[src/rtl/cam_update_ctrl_if.sv]
// Request/response channel between a command source and cam_update_ctrl.
// The master issues lookup/insert/delete commands; the slave answers each one.
interface cam_update_ctrl_if #(
  parameter int DATA_WIDTH = 64,
  parameter int ADDR_WIDTH = 5
);
  logic                  req_valid;
  logic                  req_ready;
  logic [1:0]            req_op;
  logic [DATA_WIDTH-1:0] req_key;
  logic                  resp_valid;
  logic                  resp_ready;
  logic                  resp_hit;
  logic                  resp_err;
  logic [ADDR_WIDTH-1:0] resp_addr;

  // Command source side
  modport master (
    output req_valid, req_op, req_key, resp_ready,
    input  req_ready, resp_valid, resp_hit, resp_err, resp_addr
  );

  // Controller side
  modport slave (
    input  req_valid, req_op, req_key, resp_ready,
    output req_ready, resp_valid, resp_hit, resp_err, resp_addr
  );
endinterface

[src/rtl/cam_update_ctrl.sv]
// Command front-end for an SRL-based CAM: runs one lookup/insert/delete at a
// time, keeps the entry-valid bitmap and occupancy count, allocates the lowest
// free row on insert and turns delete-by-key into a delete-by-address.
module cam_update_ctrl #(
  parameter int DATA_WIDTH = 64,
  parameter int ADDR_WIDTH = 5
) (
  input  logic                  clk,
  input  logic                  rst_n,
  cam_update_ctrl_if.slave      bus,
  output logic [ADDR_WIDTH-1:0] cam_write_addr,
  output logic [DATA_WIDTH-1:0] cam_write_data,
  output logic                  cam_write_delete,
  output logic                  cam_write_enable,
  input  logic                  cam_write_busy,
  output logic [DATA_WIDTH-1:0] cam_compare_data,
  input  logic                  cam_match,
  input  logic [ADDR_WIDTH-1:0] cam_match_addr,
  output logic [ADDR_WIDTH:0]   occupancy,
  output logic                  full
);

  localparam int ENTRIES = 1 << ADDR_WIDTH;
  localparam logic [ADDR_WIDTH:0] ENTRIES_CNT = ENTRIES[ADDR_WIDTH:0];

  localparam logic [1:0] OP_LOOKUP = 2'b00;
  localparam logic [1:0] OP_INSERT = 2'b01;
  localparam logic [1:0] OP_DELETE = 2'b10;

  typedef enum logic [2:0] {
    S_IDLE,
    S_SEARCH,
    S_EVAL,
    S_WRITE,
    S_WAIT,
    S_RESP
  } state_t;

  state_t                state_q, state_d;
  logic [1:0]            op_q, op_d;
  logic [DATA_WIDTH-1:0] key_q, key_d;
  logic                  hit_q, hit_d;
  logic                  err_q, err_d;
  logic [ADDR_WIDTH-1:0] addr_q, addr_d;
  logic                  del_q, del_d;
  logic [ENTRIES-1:0]    bitmap_q, bitmap_d;
  logic [ADDR_WIDTH:0]   occ_q, occ_d;
  // Low while reset is held so req_ready reads 0 during reset regardless of busy.
  logic                  run_q;

  logic [ADDR_WIDTH-1:0] free_idx;
  logic                  req_ready_c;
  logic                  write_en_c;
  logic                  full_c;

  assign full_c = (occ_q == ENTRIES_CNT);

  // Lowest-index clear bit of the valid bitmap (scan high to low, last wins).
  always_comb begin
    free_idx = '0;
    for (int i = ENTRIES - 1; i >= 0; i--) begin
      if (!bitmap_q[i]) begin
        free_idx = ADDR_WIDTH'(i);
      end
    end
  end

  // Next-state, datapath updates and handshake outputs.
  always_comb begin
    state_d     = state_q;
    op_d        = op_q;
    key_d       = key_q;
    hit_d       = hit_q;
    err_d       = err_q;
    addr_d      = addr_q;
    del_d       = del_q;
    bitmap_d    = bitmap_q;
    occ_d       = occ_q;
    req_ready_c = 1'b0;
    write_en_c  = 1'b0;

    case (state_q)
      S_IDLE: begin
        // CAM is busy while it clears itself after reset; hold off until done.
        req_ready_c = run_q && !cam_write_busy;
        if (bus.req_valid && req_ready_c) begin
          op_d    = bus.req_op;
          key_d   = bus.req_key;
          state_d = S_SEARCH;
        end
      end

      // The CAM match output is registered; give it one cycle on the new key.
      S_SEARCH: state_d = S_EVAL;

      S_EVAL: begin
        hit_d  = 1'b0;
        err_d  = 1'b0;
        addr_d = '0;
        del_d  = 1'b0;
        case (op_q)
          OP_LOOKUP: begin
            hit_d   = cam_match;
            addr_d  = cam_match ? cam_match_addr : '0;
            state_d = S_RESP;
          end
          OP_INSERT: begin
            if (cam_match) begin
              // Duplicate: report where it already lives, leave the CAM alone.
              hit_d   = 1'b1;
              addr_d  = cam_match_addr;
              state_d = S_RESP;
            end else if (full_c) begin
              err_d   = 1'b1;
              state_d = S_RESP;
            end else begin
              addr_d  = free_idx;
              state_d = S_WRITE;
            end
          end
          OP_DELETE: begin
            if (cam_match) begin
              hit_d   = 1'b1;
              addr_d  = cam_match_addr;
              del_d   = 1'b1;
              state_d = S_WRITE;
            end else begin
              err_d   = 1'b1;
              state_d = S_RESP;
            end
          end
          default: begin
            err_d   = 1'b1;
            state_d = S_RESP;
          end
        endcase
      end

      S_WRITE: begin
        // Busy is already low here; the guard keeps enable off a busy CAM.
        if (!cam_write_busy) begin
          write_en_c = 1'b1;
          if (del_q) begin
            bitmap_d[addr_q] = 1'b0;
            occ_d            = occ_q - 1'b1;
          end else begin
            bitmap_d[addr_q] = 1'b1;
            occ_d            = occ_q + 1'b1;
          end
          state_d = S_WAIT;
        end
      end

      S_WAIT: begin
        if (!cam_write_busy) begin
          state_d = S_RESP;
        end
      end

      S_RESP: begin
        if (bus.resp_ready) begin
          state_d = S_IDLE;
        end
      end

      default: state_d = S_IDLE;
    endcase
  end

  // State and datapath registers; reset abandons any command in flight.
  always_ff @(posedge clk or negedge rst_n) begin
    if (!rst_n) begin
      state_q  <= S_IDLE;
      op_q     <= '0;
      key_q    <= '0;
      hit_q    <= 1'b0;
      err_q    <= 1'b0;
      addr_q   <= '0;
      del_q    <= 1'b0;
      bitmap_q <= '0;
      occ_q    <= '0;
      run_q    <= 1'b0;
    end else begin
      state_q  <= state_d;
      op_q     <= op_d;
      key_q    <= key_d;
      hit_q    <= hit_d;
      err_q    <= err_d;
      addr_q   <= addr_d;
      del_q    <= del_d;
      bitmap_q <= bitmap_d;
      occ_q    <= occ_d;
      run_q    <= 1'b1;
    end
  end

  assign bus.req_ready  = req_ready_c;
  assign bus.resp_valid = (state_q == S_RESP);
  assign bus.resp_hit   = hit_q;
  assign bus.resp_err   = err_q;
  assign bus.resp_addr  = addr_q;

  assign cam_write_addr   = addr_q;
  assign cam_write_data   = key_q;
  assign cam_write_delete = del_q;
  assign cam_write_enable = write_en_c;
  assign cam_compare_data = key_q;

  assign occupancy = occ_q;
  assign full      = full_c;

endmodule
[src/flat_wrapper.sv]
// flat-port wrapper written by rule: the top's interface ports become plain ports
module cam_update_ctrl_flat 
#(
  parameter int DATA_WIDTH = 64,
  parameter int ADDR_WIDTH = 5
)
  (clk, rst_n, cam_write_addr, cam_write_data, cam_write_delete, cam_write_enable, cam_write_busy, cam_compare_data, cam_match, cam_match_addr, occupancy, full, bus_req_valid, bus_req_op, bus_req_key, bus_resp_ready, bus_req_ready, bus_resp_valid, bus_resp_hit, bus_resp_err, bus_resp_addr);
  cam_update_ctrl_if #(.DATA_WIDTH(DATA_WIDTH), .ADDR_WIDTH(ADDR_WIDTH)) bus_i ();
  input  logic clk;
  input  logic rst_n;
  output logic [ADDR_WIDTH-1:0] cam_write_addr;
  output logic [DATA_WIDTH-1:0] cam_write_data;
  output logic cam_write_delete;
  output logic cam_write_enable;
  input  logic cam_write_busy;
  output logic [DATA_WIDTH-1:0] cam_compare_data;
  input  logic cam_match;
  input  logic [ADDR_WIDTH-1:0] cam_match_addr;
  output logic [ADDR_WIDTH:0] occupancy;
  output logic full;
  input wire logic [$bits(bus_i.req_valid)-1:0] bus_req_valid;
  input wire logic [$bits(bus_i.req_op)-1:0] bus_req_op;
  input wire logic [$bits(bus_i.req_key)-1:0] bus_req_key;
  input wire logic [$bits(bus_i.resp_ready)-1:0] bus_resp_ready;
  output wire logic [$bits(bus_i.req_ready)-1:0] bus_req_ready;
  output wire logic [$bits(bus_i.resp_valid)-1:0] bus_resp_valid;
  output wire logic [$bits(bus_i.resp_hit)-1:0] bus_resp_hit;
  output wire logic [$bits(bus_i.resp_err)-1:0] bus_resp_err;
  output wire logic [$bits(bus_i.resp_addr)-1:0] bus_resp_addr;
  assign bus_i.req_valid = bus_req_valid;
  assign bus_i.req_op = bus_req_op;
  assign bus_i.req_key = bus_req_key;
  assign bus_i.resp_ready = bus_resp_ready;
  assign bus_req_ready = bus_i.req_ready;
  assign bus_resp_valid = bus_i.resp_valid;
  assign bus_resp_hit = bus_i.resp_hit;
  assign bus_resp_err = bus_i.resp_err;
  assign bus_resp_addr = bus_i.resp_addr;
  cam_update_ctrl #(.DATA_WIDTH(DATA_WIDTH), .ADDR_WIDTH(ADDR_WIDTH)) u_core (.clk(clk), .rst_n(rst_n), .bus(bus_i), .cam_write_addr(cam_write_addr), .cam_write_data(cam_write_data), .cam_write_delete(cam_write_delete), .cam_write_enable(cam_write_enable), .cam_write_busy(cam_write_busy), .cam_compare_data(cam_compare_data), .cam_match(cam_match), .cam_match_addr(cam_match_addr), .occupancy(occupancy), .full(full));
endmodule
[config.mk]
export PLATFORM = sky130hd
export DESIGN_NAME = cam_update_ctrl_flat
export DESIGN_NICKNAME = d
export VERILOG_FILES = /design/src/rtl/cam_update_ctrl_if.sv /design/src/rtl/cam_update_ctrl.sv /design/src/flat_wrapper.sv
export SDC_FILE = /design/constraint.sdc
export NUM_CORES = 1
export LEC_CHECK = 0
export CAP_MARGIN = 20
export CORE_MARGIN = 5
export CORE_UTILIZATION = 40
export CTS_CLUSTER_SIZE = 16
export DETAILED_ROUTE_END_ITERATION = 6
export PLACE_DENSITY = 0.73
export SLEW_MARGIN = 20
export SYNTH_ARGS = -nofsm -noshare
export SYNTH_HDL_FRONTEND = slang
export SYNTH_SLANG_ARGS = --single-unit
[constraint.sdc]
create_clock -name clk -period 2.85 [get_ports clk]
set_input_delay 0.285 -clock clk [delete_from_list [all_inputs] [get_ports clk]]
set_output_delay 0.285 -clock clk [all_outputs]
set_load 0.03 [all_outputs]
==> results by group, run 1 <==
Outcome
  – Status: finished, final reports clean

Floorplanning
  – Core box area: 0.0144 mm^2
  – Initial Utilization: 40.4%
  – Die height: 131 um
  – Cell Rows: 44
  – Die W: 131 um
  – Die ar.: 0.0171 mm^2
  – Num ports: 228

Critical path
  – Critical path fanouts, max: 4
  – Worst path slowest cell: clkdlybuf4s50_1
  – Endpoint kind of the worst setup timing path: primary output
  – Critical path launch point type: flop
  – Worst Setup Path Type: reg -> out
  – CP max stage delay: 0.73 ns
  – CP cell instances: or4b_4 > nor3_4 > clkdlybuf4s50_1
  – CP required: 2.57 ns
  – Crit path DAT: 2.34 ns

CTS
  – Clock latency on the worst-skew pair: 0.41 ns
  – CTS Sinks: 116
  – Clock slew at reported path FFs: 0.05 ns
  – CTS Root Cell: clkbuf_16
  – Resized cells post-CTS: 0
  – CTS H-tree lvls: 4
  – CTS tree: done
  – CTS buffer count: 17
  – CTS Buffer Depth: 2

GRT
  – Total Routing Usage GR: 17.3%
  – Met2 track demand over resource: 28.9%
  – Met3 Use GR: 4.96%
  – First-pass GRT wire length: 23300 um
  – Initial antenna violation count: 0
  – Grt ovf: 0
  – Most used routing layer: met2
  – Largest net degree at the start of global routing: 117
  – Vias in the first global route: 4552
  – GR Layer Usage met1: 21.3%

Place
  – Port bufs: 227
  – Post-DP HPWL: 11300 um
  – Placed Area: 0.00777 mm^2
  – Final Wtd Congestion: 0.853
  – Cells after DPL: 850
  – Pre-CTS WS: 0.489 ns

Routing
  – Drt wl/cell: 17.1 um
  – Routed WL: 15000 um
  – Vias/cell: 5.24
  – DR pass1 iterations: 4
  – DR iter-0 viols: 251
  – ANT nets after route: 0
  – DRC Markers: 0
  – Vias post-DR: 4624

STA
  – Setup TNS: 0 ns
  – Minimum clock period after layout: 2.62 ns
  – Worst slew margin: 58.9%
  – Max Clock Skew: 0.00563 ns
  – RSZ-0062 raised after global routing: false
  – Fin crit share: 92.1%
  – Final WS setup: 0.226 ns
  – Worst hold margin: 0.433 ns
  – # setup viols final: 0
  – Final Hold Fails: 0
  – Final Max Tran Viols: 0
  – Measured slew at the worst slew-check pin: 0.617 ns
  – Max Fclk: 381 MHz

Layout
  – Commonest non-fill, non-tap cell in the layout: clkdlybuf4s50_1
  – Nets: 772
  – Final Instance Area: 0.00841 mm^2
  – Commonest cells after routing, fill and taps aside: 226 x clkdlybuf4s50_1, 116 x dfrtp_1, 61 x mux2_2
  – FILL cells: 1188
  – Finished Layout Cells: 882
  – Synth-to-layout area growth: 44.3%
  – Core Util, Final: 58.3%
  – Layout cell share with drive strength beyond 1: 15.6%
  – Diode count: 0

Power
  – LEAKAGE: 3.42 nW
  – Max VDD drop: 0.000531 V
  – Final total power: 10.8 mW
  – Pwr/cell area: 1280 mW/mm^2

Synth
  – Register bit total from synthesis: 116
  – Top_reg_cell synth: dfrtp_1
  – Netlist cell types: 48
  – Sequential area share after synthesis: 49.8%
  – Post-Syn Area: 0.00583 mm^2
  – Post-synth EDFFs: 0
  – Asr flop ratio synth: 100%
  – Synthesized Nets: 613
  – Average size of a mapped cell: 11.1 um^2
  – Syn Inst Count: 527
  – Synth warn: 0

Worst hold path
  – Hold WC Path Type: in -> reg

Flow run
  – Max-cap violations: 0
cell usage after synthesis (7+ instances only):
master / n / area [um^2]
ha_1: 8 / 100
nand4_1: 8 / 50.1
o31ai_1: 36 / 270
dfrtp_1: 116 / 2900
buf_4: 74 / 556
clkbuf_1: 14 / 52.6
nor2_1: 11 / 41.3
inv_1: 12 / 45.0
nand3_1: 12 / 60.1
buf_2: 7 / 35.0
o21ai_0: 47 / 235
mux2_2: 61 / 687
nand2_1: 29 / 109
a21oi_1: 14 / 70.1
worst max-delay path, delay by kind of cell, from the launching register on:
kind	cells	cell delay, ns
buffers and inverters	1	0.73
DFF	1	0.41
and+or+nand+nor	2	0.79
cell type report:
type                            count  area (um^2)  area share (%)
Timing Repair Buffer              235         2360            28.0
Clock inverter                     12          185            2.20
Multi-Input combinational cell    302         2240            26.7
Sequential cell                   116         2900            34.5
Clock buffer                       19          443            5.26
Inverter                           14         52.6           0.625
Tap cell                          184          230            2.74
cells by family after synthesis:
family | after synthesis | synth area share [%]
AOI/OAI and AO/OA | 121 | 12.9
xor gates and xnor gates | 4 | 0.601
adders and majority gates | 9 | 2.06
buffers and inverters | 109 | 11.9
DFF | 116 | 49.8
muxes | 65 | 12.6
other | 1 | 0.0643
and+or+nand+nor | 102 | 10.1
path summary, 6_finish.rpt:
| check | start | endpoint | slack, ns | cells after the start |
|---|---|---|---|---|
| worst min-delay path | bus_req_op[1] | u_core.op_q[1]$_DFFE_PN0P_ | 0.43 | 3 |
| min in group asynchronous | rst_n | u_core.cam_compare_data[44]$_DFFE_PN0P_ | 0.49 | 3 |
| worst min register to register | u_core.bus.resp_hit$_DFFE_PN0P_ | u_core.bus.resp_hit$_DFFE_PN0P_ | 0.50 | 2 |
| worst max register to register | u_core.cam_write_delete$_DFFE_PN0P_ | u_core.occupancy[5]$_DFFE_PN0P_ | 0.75 | 6 |
| max in group asynchronous | rst_n | u_core.cam_compare_data[20]$_DFFE_PN0P_ | 1.89 | 3 |
| worst max-delay path | u_core.occupancy[2]$_DFFE_PN0P_ | full | 0.23 | 3 |
layer usage:
| metal | vias up | part of all wire (%) |
|---|---|---|
| li1 | 2149 | - |
| met1 | 2258 | 40 |
| met2 | 195 | 51 |
| met3 | 22 | 8.0 |
| met4 | 0 | 1.8 |
| met5 | - | 0 |
what timing repair did:
item                      in CTS  in global routing
hold endpoints to repair      66                  0
hold buffers                   1                  0
setup buffers                  0                  0
where the power goes:
group          switching (mW)  internal, mW  leakage (nW)
combinational            3.18          2.43          1.63
sequential              0.623          2.26          1.47
clock                   0.707          1.55         0.316
total                    4.51          6.25          3.42
Note: power is estimated with default switching activity, not from simulation.
==> run 2, diff against run 1 <==
SKIP_CTS_REPAIR_TIMING = 1   (was not set)
==> results by group, run 2 (same netlist as run 1, synthesis figures left out) <==
STA
  – Measured slew at the worst slew-check pin: 0.612 ns (was 0.617 ns)
  – Final Hold Fails: 39 (was 0)
  – Fin crit share: 92.1% (about the same)
  – # setup viols final: 0 (unchanged)
  – Minimum clock period after layout: 2.62 ns (about the same)
  – Max Fclk: 381 MHz (about the same)
  – Final Max Tran Viols: 0 (unchanged)
  – RSZ-0062 raised after global routing: false (unchanged)
  – Max Clock Skew: 0.00622 ns (was 0.00563 ns)
  – Worst hold margin: -0.0473 ns (was 0.433 ns)
  – Worst slew margin: 59.2% (was 58.9%)
  – Setup TNS: 0 ns (unchanged)

CTS
  – CTS Root Cell: clkbuf_16 (unchanged)
  – CTS buffer count: 17 (unchanged)
  – CTS Sinks: 116 (unchanged)
  – CTS H-tree lvls: 4 (unchanged)
  – Clock latency on the worst-skew pair: 0.41 ns (about the same)
  – CTS tree: done (unchanged)
  – CTS Buffer Depth: 2 (unchanged)
  – Clock slew at reported path FFs: 0.05 ns (about the same)

Critical path
  – R2R Path End: u_core.occupancy[5]$_DFFE_PN0P_ (unchanged)
  – Worst Setup Path Type: reg -> out (unchanged)
  – Endpoint kind of the worst setup timing path: primary output (unchanged)
  – Critical path fanouts, max: 4 (unchanged)
  – Crit path DAT: 2.34 ns (about the same)
  – Worst path slowest cell: clkdlybuf4s50_1 (unchanged)
  – R2r setup slk: 0.75 ns (about the same)
  – R2R Path Start: u_core.cam_write_delete$_DFFE_PN0P_ (unchanged)
  – CP required: 2.57 ns (about the same)
  – CP cell instances: or4b_4 > nor3_4 > clkdlybuf4s50_1 (unchanged)
  – Worst Reg2Reg Path Length in Cells: 6 (unchanged)
  – CP max stage delay: 0.73 ns (about the same)
  – Critical path launch point type: flop (unchanged)

Outcome
  – Failing checks: negative hold slack
  – Status: finished, violations left (was finished, final reports clean)

GRT
  – Total Routing Usage GR: 17.3% (about the same)
  – Vias in the first global route: 4558 (was 4552)
  – Largest net degree at the start of global routing: 117 (unchanged)
  – First-pass GRT wire length: 23300 um (about the same)
  – Initial antenna violation count: 0 (unchanged)
  – Grt ovf: 0 (unchanged)

Routing
  – Routed WL: 15000 um (about the same)
  – DR iter-0 viols: 192 (was 251)
  – ANT nets after route: 0 (unchanged)
  – Drt wl/cell: 17.1 um (about the same)
  – DR pass1 iterations: 5 (was 4)
  – Vias post-DR: 4632 (was 4624)
  – Vias/cell: 5.26 (was 5.24)
  – DRC Markers: 0 (unchanged)

Flow run
  – Max-cap violations: 0 (unchanged)

Layout
  – Area of the multi-input gates: 0.00224 mm^2 (unchanged)
  – Diode count: 0 (unchanged)
  – Core Util, Final: 58.3% (about the same)
  – Synth-to-layout area growth: 44.1% (was 44.3%)
  – Nets: 771 (was 772)
  – Commonest cells after routing, fill and taps aside: 226 x clkdlybuf4s50_1, 116 x dfrtp_1, 61 x mux2_2 (unchanged)
  – FILL cells: 1189 (was 1188)
  – Layout cell share with drive strength beyond 1: 15.6% (about the same)
  – Register area: 0.00290 mm^2 (unchanged)
  – Finished Layout Cells: 881 (was 882)
  – Commonest non-fill, non-tap cell in the layout: clkdlybuf4s50_1 (unchanged)

Power
  – LEAKAGE: 3.41 nW (was 3.42 nW)
  – Pwr/cell area: 1280 mW/mm^2 (about the same)
  – Max VDD drop: 0.000531 V (about the same)

Floorplanning
  – Initial Utilization: 40.4% (unchanged)
  – Cell Rows: 44 (unchanged)
  – Num ports: 228 (unchanged)
  – Die W: 131 um (unchanged)
  – Die ar.: 0.0171 mm^2 (unchanged)
  – Die height: 131 um (unchanged)
  – Core box area: 0.0144 mm^2 (unchanged)

Place
  – Post-DP HPWL: 11300 um (unchanged)
  – Final Wtd Congestion: 0.853 (unchanged)
  – Port bufs: 227 (unchanged)
  – Cells after DPL: 850 (unchanged)

Worst hold path
  – Hold WC Path Type: in -> async (was in -> reg)
## run 2: changes by cell type in the layout (fill, tap and decap cells not counted), sizes merged
cell,before,now
dlygate4sd3,1,0
## run 2: where the power goes
part	switching (mW)	internal, mW	leakage (nW)	total, mW
Sequential	0.626	2.26	1.47	2.88
Combinational	3.18	2.43	1.63	5.62
Clock	0.709	1.55	0.316	2.26
## run 2: worst max-delay path by stage
stage / startpoint / to / slack [ns] / cells after the start
finish: u_core.occupancy[2]$_DFFE_PN0P_ / full / 0.23 / 3
CTS: u_core.occupancy[2]$_DFFE_PN0P_ / full / 0.20 / 3
floorplan: u_core.occupancy[2]$_DFFE_PN0P_ / u_core.state_q[2]$_DFFE_PN0P_ / 0.82 / 5
global route: u_core.occupancy[2]$_DFFE_PN0P_ / full / 0.16 / 3
detailed placement: cam_write_busy / cam_write_enable / 0.49 / 4
global placement: cam_write_busy / cam_write_enable / 0.53 / 4
## run 2: layer usage
| layer | wire length, um | vias to the layer above | track usage [%] |
|---|---|---|---|
| met3 | 1310 | 28 | 4.96 |
| met4 | 298 | 0 | 6.72 |
| li1 | - | 2142 | - |
| met1 | 5820 | 2248 | 21.3 |
| met5 | 0 | - | 0 |
| met2 | 7610 | 214 | 28.9 |
## run 2: final cells by class
| type | count | share of cell area, % |
|---|---|---|
| tap | 184 | 2.74 |
| sequential | 116 | 34.5 |
| clock inverter | 12 | 2.20 |
| timing repair buffer | 234 | 27.9 |
| clock buffer | 19 | 5.27 |
| multi-input combinational | 302 | 26.7 |
| inverter | 14 | 0.625 |
## run 2: stage by stage
stage	setup WS [ns]	instance area, um^2	power [mW]
finish	0.225	8400	10.8
detailed placement	0.489	7770	8.59
global placement	0.534	7770	8.48
global route	0.165	8400	11.3
CTS	0.202	8400	10.9
floorplan	0.817	5830	6.67
## run 2: critical path: cells and delay by family, from the launching register on
family	cells	cell delay, ns
buffers and inverters	1	0.73
flip-flops	1	0.41
AND/OR/NAND/NOR	2	0.79
==> run 3, diff against run 2 <==
CAP_MARGIN = 0   (was 20)
RECOVER_POWER = 50   (was not set)
==> results by group, run 3 (same netlist as run 1, synthesis figures left out) <==
Place
  – Pre-CTS WS: 0.489 ns (unchanged)
  – Post-DP HPWL: 11300 um (unchanged)
  – Final Wtd Congestion: 0.853 (unchanged)
  – Placed Area: 0.00777 mm^2 (unchanged)
  – Port bufs: 227 (unchanged)

STA
  – RSZ-0062 raised after global routing: false (unchanged)
  – Max Fclk: 381 MHz (about the same)
  – Final WS setup: 0.227 ns (was 0.225 ns)
  – Final Hold Fails: 0 (was 39)
  – Max Clock Skew: 0.00640 ns (was 0.00622 ns)
  – Measured slew at the worst slew-check pin: 1.56 ns (was 0.612 ns)
  – # setup viols final: 0 (unchanged)
  – Worst slew margin: -4.15% (was 59.2%)
  – Setup TNS: 0 ns (unchanged)
  – Fin crit share: 92.0% (was 92.1%)
  – Final Max Tran Viols: 117 (was 0)
  – Minimum clock period after layout: 2.62 ns (about the same)

Floorplanning
  – Initial Utilization: 40.4% (unchanged)
  – Die W: 131 um (unchanged)
  – Cell Rows: 44 (unchanged)
  – Core box area: 0.0144 mm^2 (unchanged)
  – Die ar.: 0.0171 mm^2 (unchanged)
  – Num ports: 228 (unchanged)
  – Die height: 131 um (unchanged)

Power
  – Sequential share of power: 27.0% (was 26.8%)
  – Sw Ratio: 42.5% (was 42.0%)
  – Int Pwr: 6.07 mW (was 6.25 mW)
  – Comb pwr share: 51.5% (was 52.2%)
  – Pwr/cell area: 1260 mW/mm^2 (was 1280 mW/mm^2)
  – Max VDD drop: 0.000529 V (was 0.000531 V)
  – Final total power: 10.5 mW (was 10.8 mW)
  – Psw: 4.48 mW (was 4.52 mW)
  – Clk pwr share: 21.4% (was 21.0%)
  – LEAKAGE: 3.46 nW (was 3.41 nW)

GRT
  – Vias in the first global route: 4558 (unchanged)
  – Total Routing Usage GR: 17.3% (unchanged)
  – First-pass GRT wire length: 23300 um (unchanged)
  – Largest net degree at the start of global routing: 117 (unchanged)
  – Initial antenna violation count: 0 (unchanged)
  – Grt ovf: 0 (unchanged)

Critical path
  – CP cell instances: or4b_4 > nor3_4 > clkdlybuf4s50_1 (unchanged)
  – Critical path launch point type: flop (unchanged)
  – Critical path fanouts, max: 4 (unchanged)
  – CP max stage delay: 0.73 ns (about the same)
  – Crit path DAT: 2.34 ns (about the same)
  – Endpoint kind of the worst setup timing path: primary output (unchanged)
  – Worst path slowest cell: clkdlybuf4s50_1 (unchanged)
  – Worst Setup Path Type: reg -> out (unchanged)
  – CP required: 2.57 ns (about the same)
  – Top cell family by delay on the critical path: simple AND/OR/NAND/NOR gates (unchanged)
  – Critical path buffer and inverter count: 1 (unchanged)

Layout
  – FILL cells: 1190 (was 1189)
  – Commonest cells after routing, fill and taps aside: 160 x clkdlybuf4s50_1, 116 x dfrtp_1, 66 x dlygate4sd3_1 (was 226 x clkdlybuf4s50_1, 116 x dfrtp_1, 61 x mux2_2)
  – Synth-to-layout area growth: 43.6% (was 44.1%)
  – Final Instance Area: 0.00837 mm^2 (was 0.00840 mm^2)
  – Diode count: 0 (unchanged)
  – Core Util, Final: 58.0% (was 58.3%)
  – Layout cell share with drive strength beyond 1: 15.2% (was 15.6%)
  – Commonest non-fill, non-tap cell in the layout: clkdlybuf4s50_1 (unchanged)
  – Nets: 771 (unchanged)

CTS
  – Clock slew at reported path FFs: 0.05 ns (about the same)
  – CTS buffer count: 17 (unchanged)
  – Clock latency on the worst-skew pair: 0.41 ns (about the same)
  – CTS H-tree lvls: 4 (unchanged)
  – CTS Root Cell: clkbuf_16 (unchanged)
  – CTS tree: done (unchanged)
  – CTS Buffer Depth: 2 (unchanged)
  – CTS Sinks: 116 (unchanged)

Worst hold path
  – Hold WC Path Type: in -> async (unchanged)

Outcome
  – Status: finished, violations left (unchanged)
  – Failing checks: max-capacitance violations, max-slew violations (was negative hold slack)

Flow run
  – Max-cap violations: 1 (was 0)

Routing
  – Drt wl/cell: 17.0 um (was 17.1 um)
  – Routed WL: 15000 um (about the same)
  – Vias post-DR: 4611 (was 4632)
  – Vias/cell: 5.23 (was 5.26)
  – ANT nets after route: 0 (unchanged)
  – DR pass1 iterations: 4 (was 5)
  – DR iter-0 viols: 203 (was 192)
  – DRC Markers: 0 (unchanged)
## run 3: changes by cell type in the layout (fill, tap and decap cells not counted), sizes merged
cell | before | now
clkbuf | 19 | 22
clkdlybuf4s50 | 226 | 160
dlygate4sd3 | 0 | 66
buf | 8 | 5
## run 3: area by class of cell
type,instances,area (um^2),share of cell area (%)
clock buffer,19,443,5.29
multi-input combinational,302,2230,26.6
clock inverter,12,185,2.21
tap,184,230,2.75
sequential,116,2900,34.7
inverter,14,52.6,0.628
timing repair buffer,234,2330,27.8
## run 3: through the flow
stage	hold WS (ns)	instances
global placement	0.418	850
global route	0.450	881
CTS	-0.0171	881
finish	0.364	881
detailed placement	0.423	850
floorplan	-0.0106	527
## run 3: per-layer routing
layer | part of all wire, % | track usage, %
met1 | 39 | 21.3
met2 | 51 | 28.9
met3 | 8.4 | 4.96
met4 | 1.9 | 6.72
met5 | 0 | 0
## run 3: power groups by stage
stage	clock [mW]	combinational [mW]	sequential [mW]
6_report	2.26	5.44	2.85
5_1_grt	2.38	5.74	2.96
4_1_cts	2.32	5.67	2.90
3_5_place_dp	0	5.66	2.92
3_3_place_gp	0	5.61	2.87
2_1_floorplan	0	2.87	3.80
## run 3: path summary, 6_finish.rpt
path | from | end | slack, ns | depth (start not counted)
hold reg to reg | u_core.bus.resp_hit$_DFFE_PN0P_ | u_core.bus.resp_hit$_DFFE_PN0P_ | 0.49 | 2
setup / recovery | u_core.occupancy[2]$_DFFE_PN0P_ | full | 0.23 | 3
max in group asynchronous | rst_n | u_core.bus.resp_addr[2]$_DFFE_PN0P_ | 1.49 | 2
hold / removal | rst_n | u_core.cam_compare_data[44]$_DFFE_PN0P_ | 0.36 | 2
setup reg to reg | u_core.state_q[0]$_DFFE_PN0P_ | u_core.cam_compare_data[41]$_DFFE_PN0P_ | 0.39 | 3
min in group clk | bus_req_op[1] | u_core.op_q[1]$_DFFE_PN0P_ | 0.43 | 3
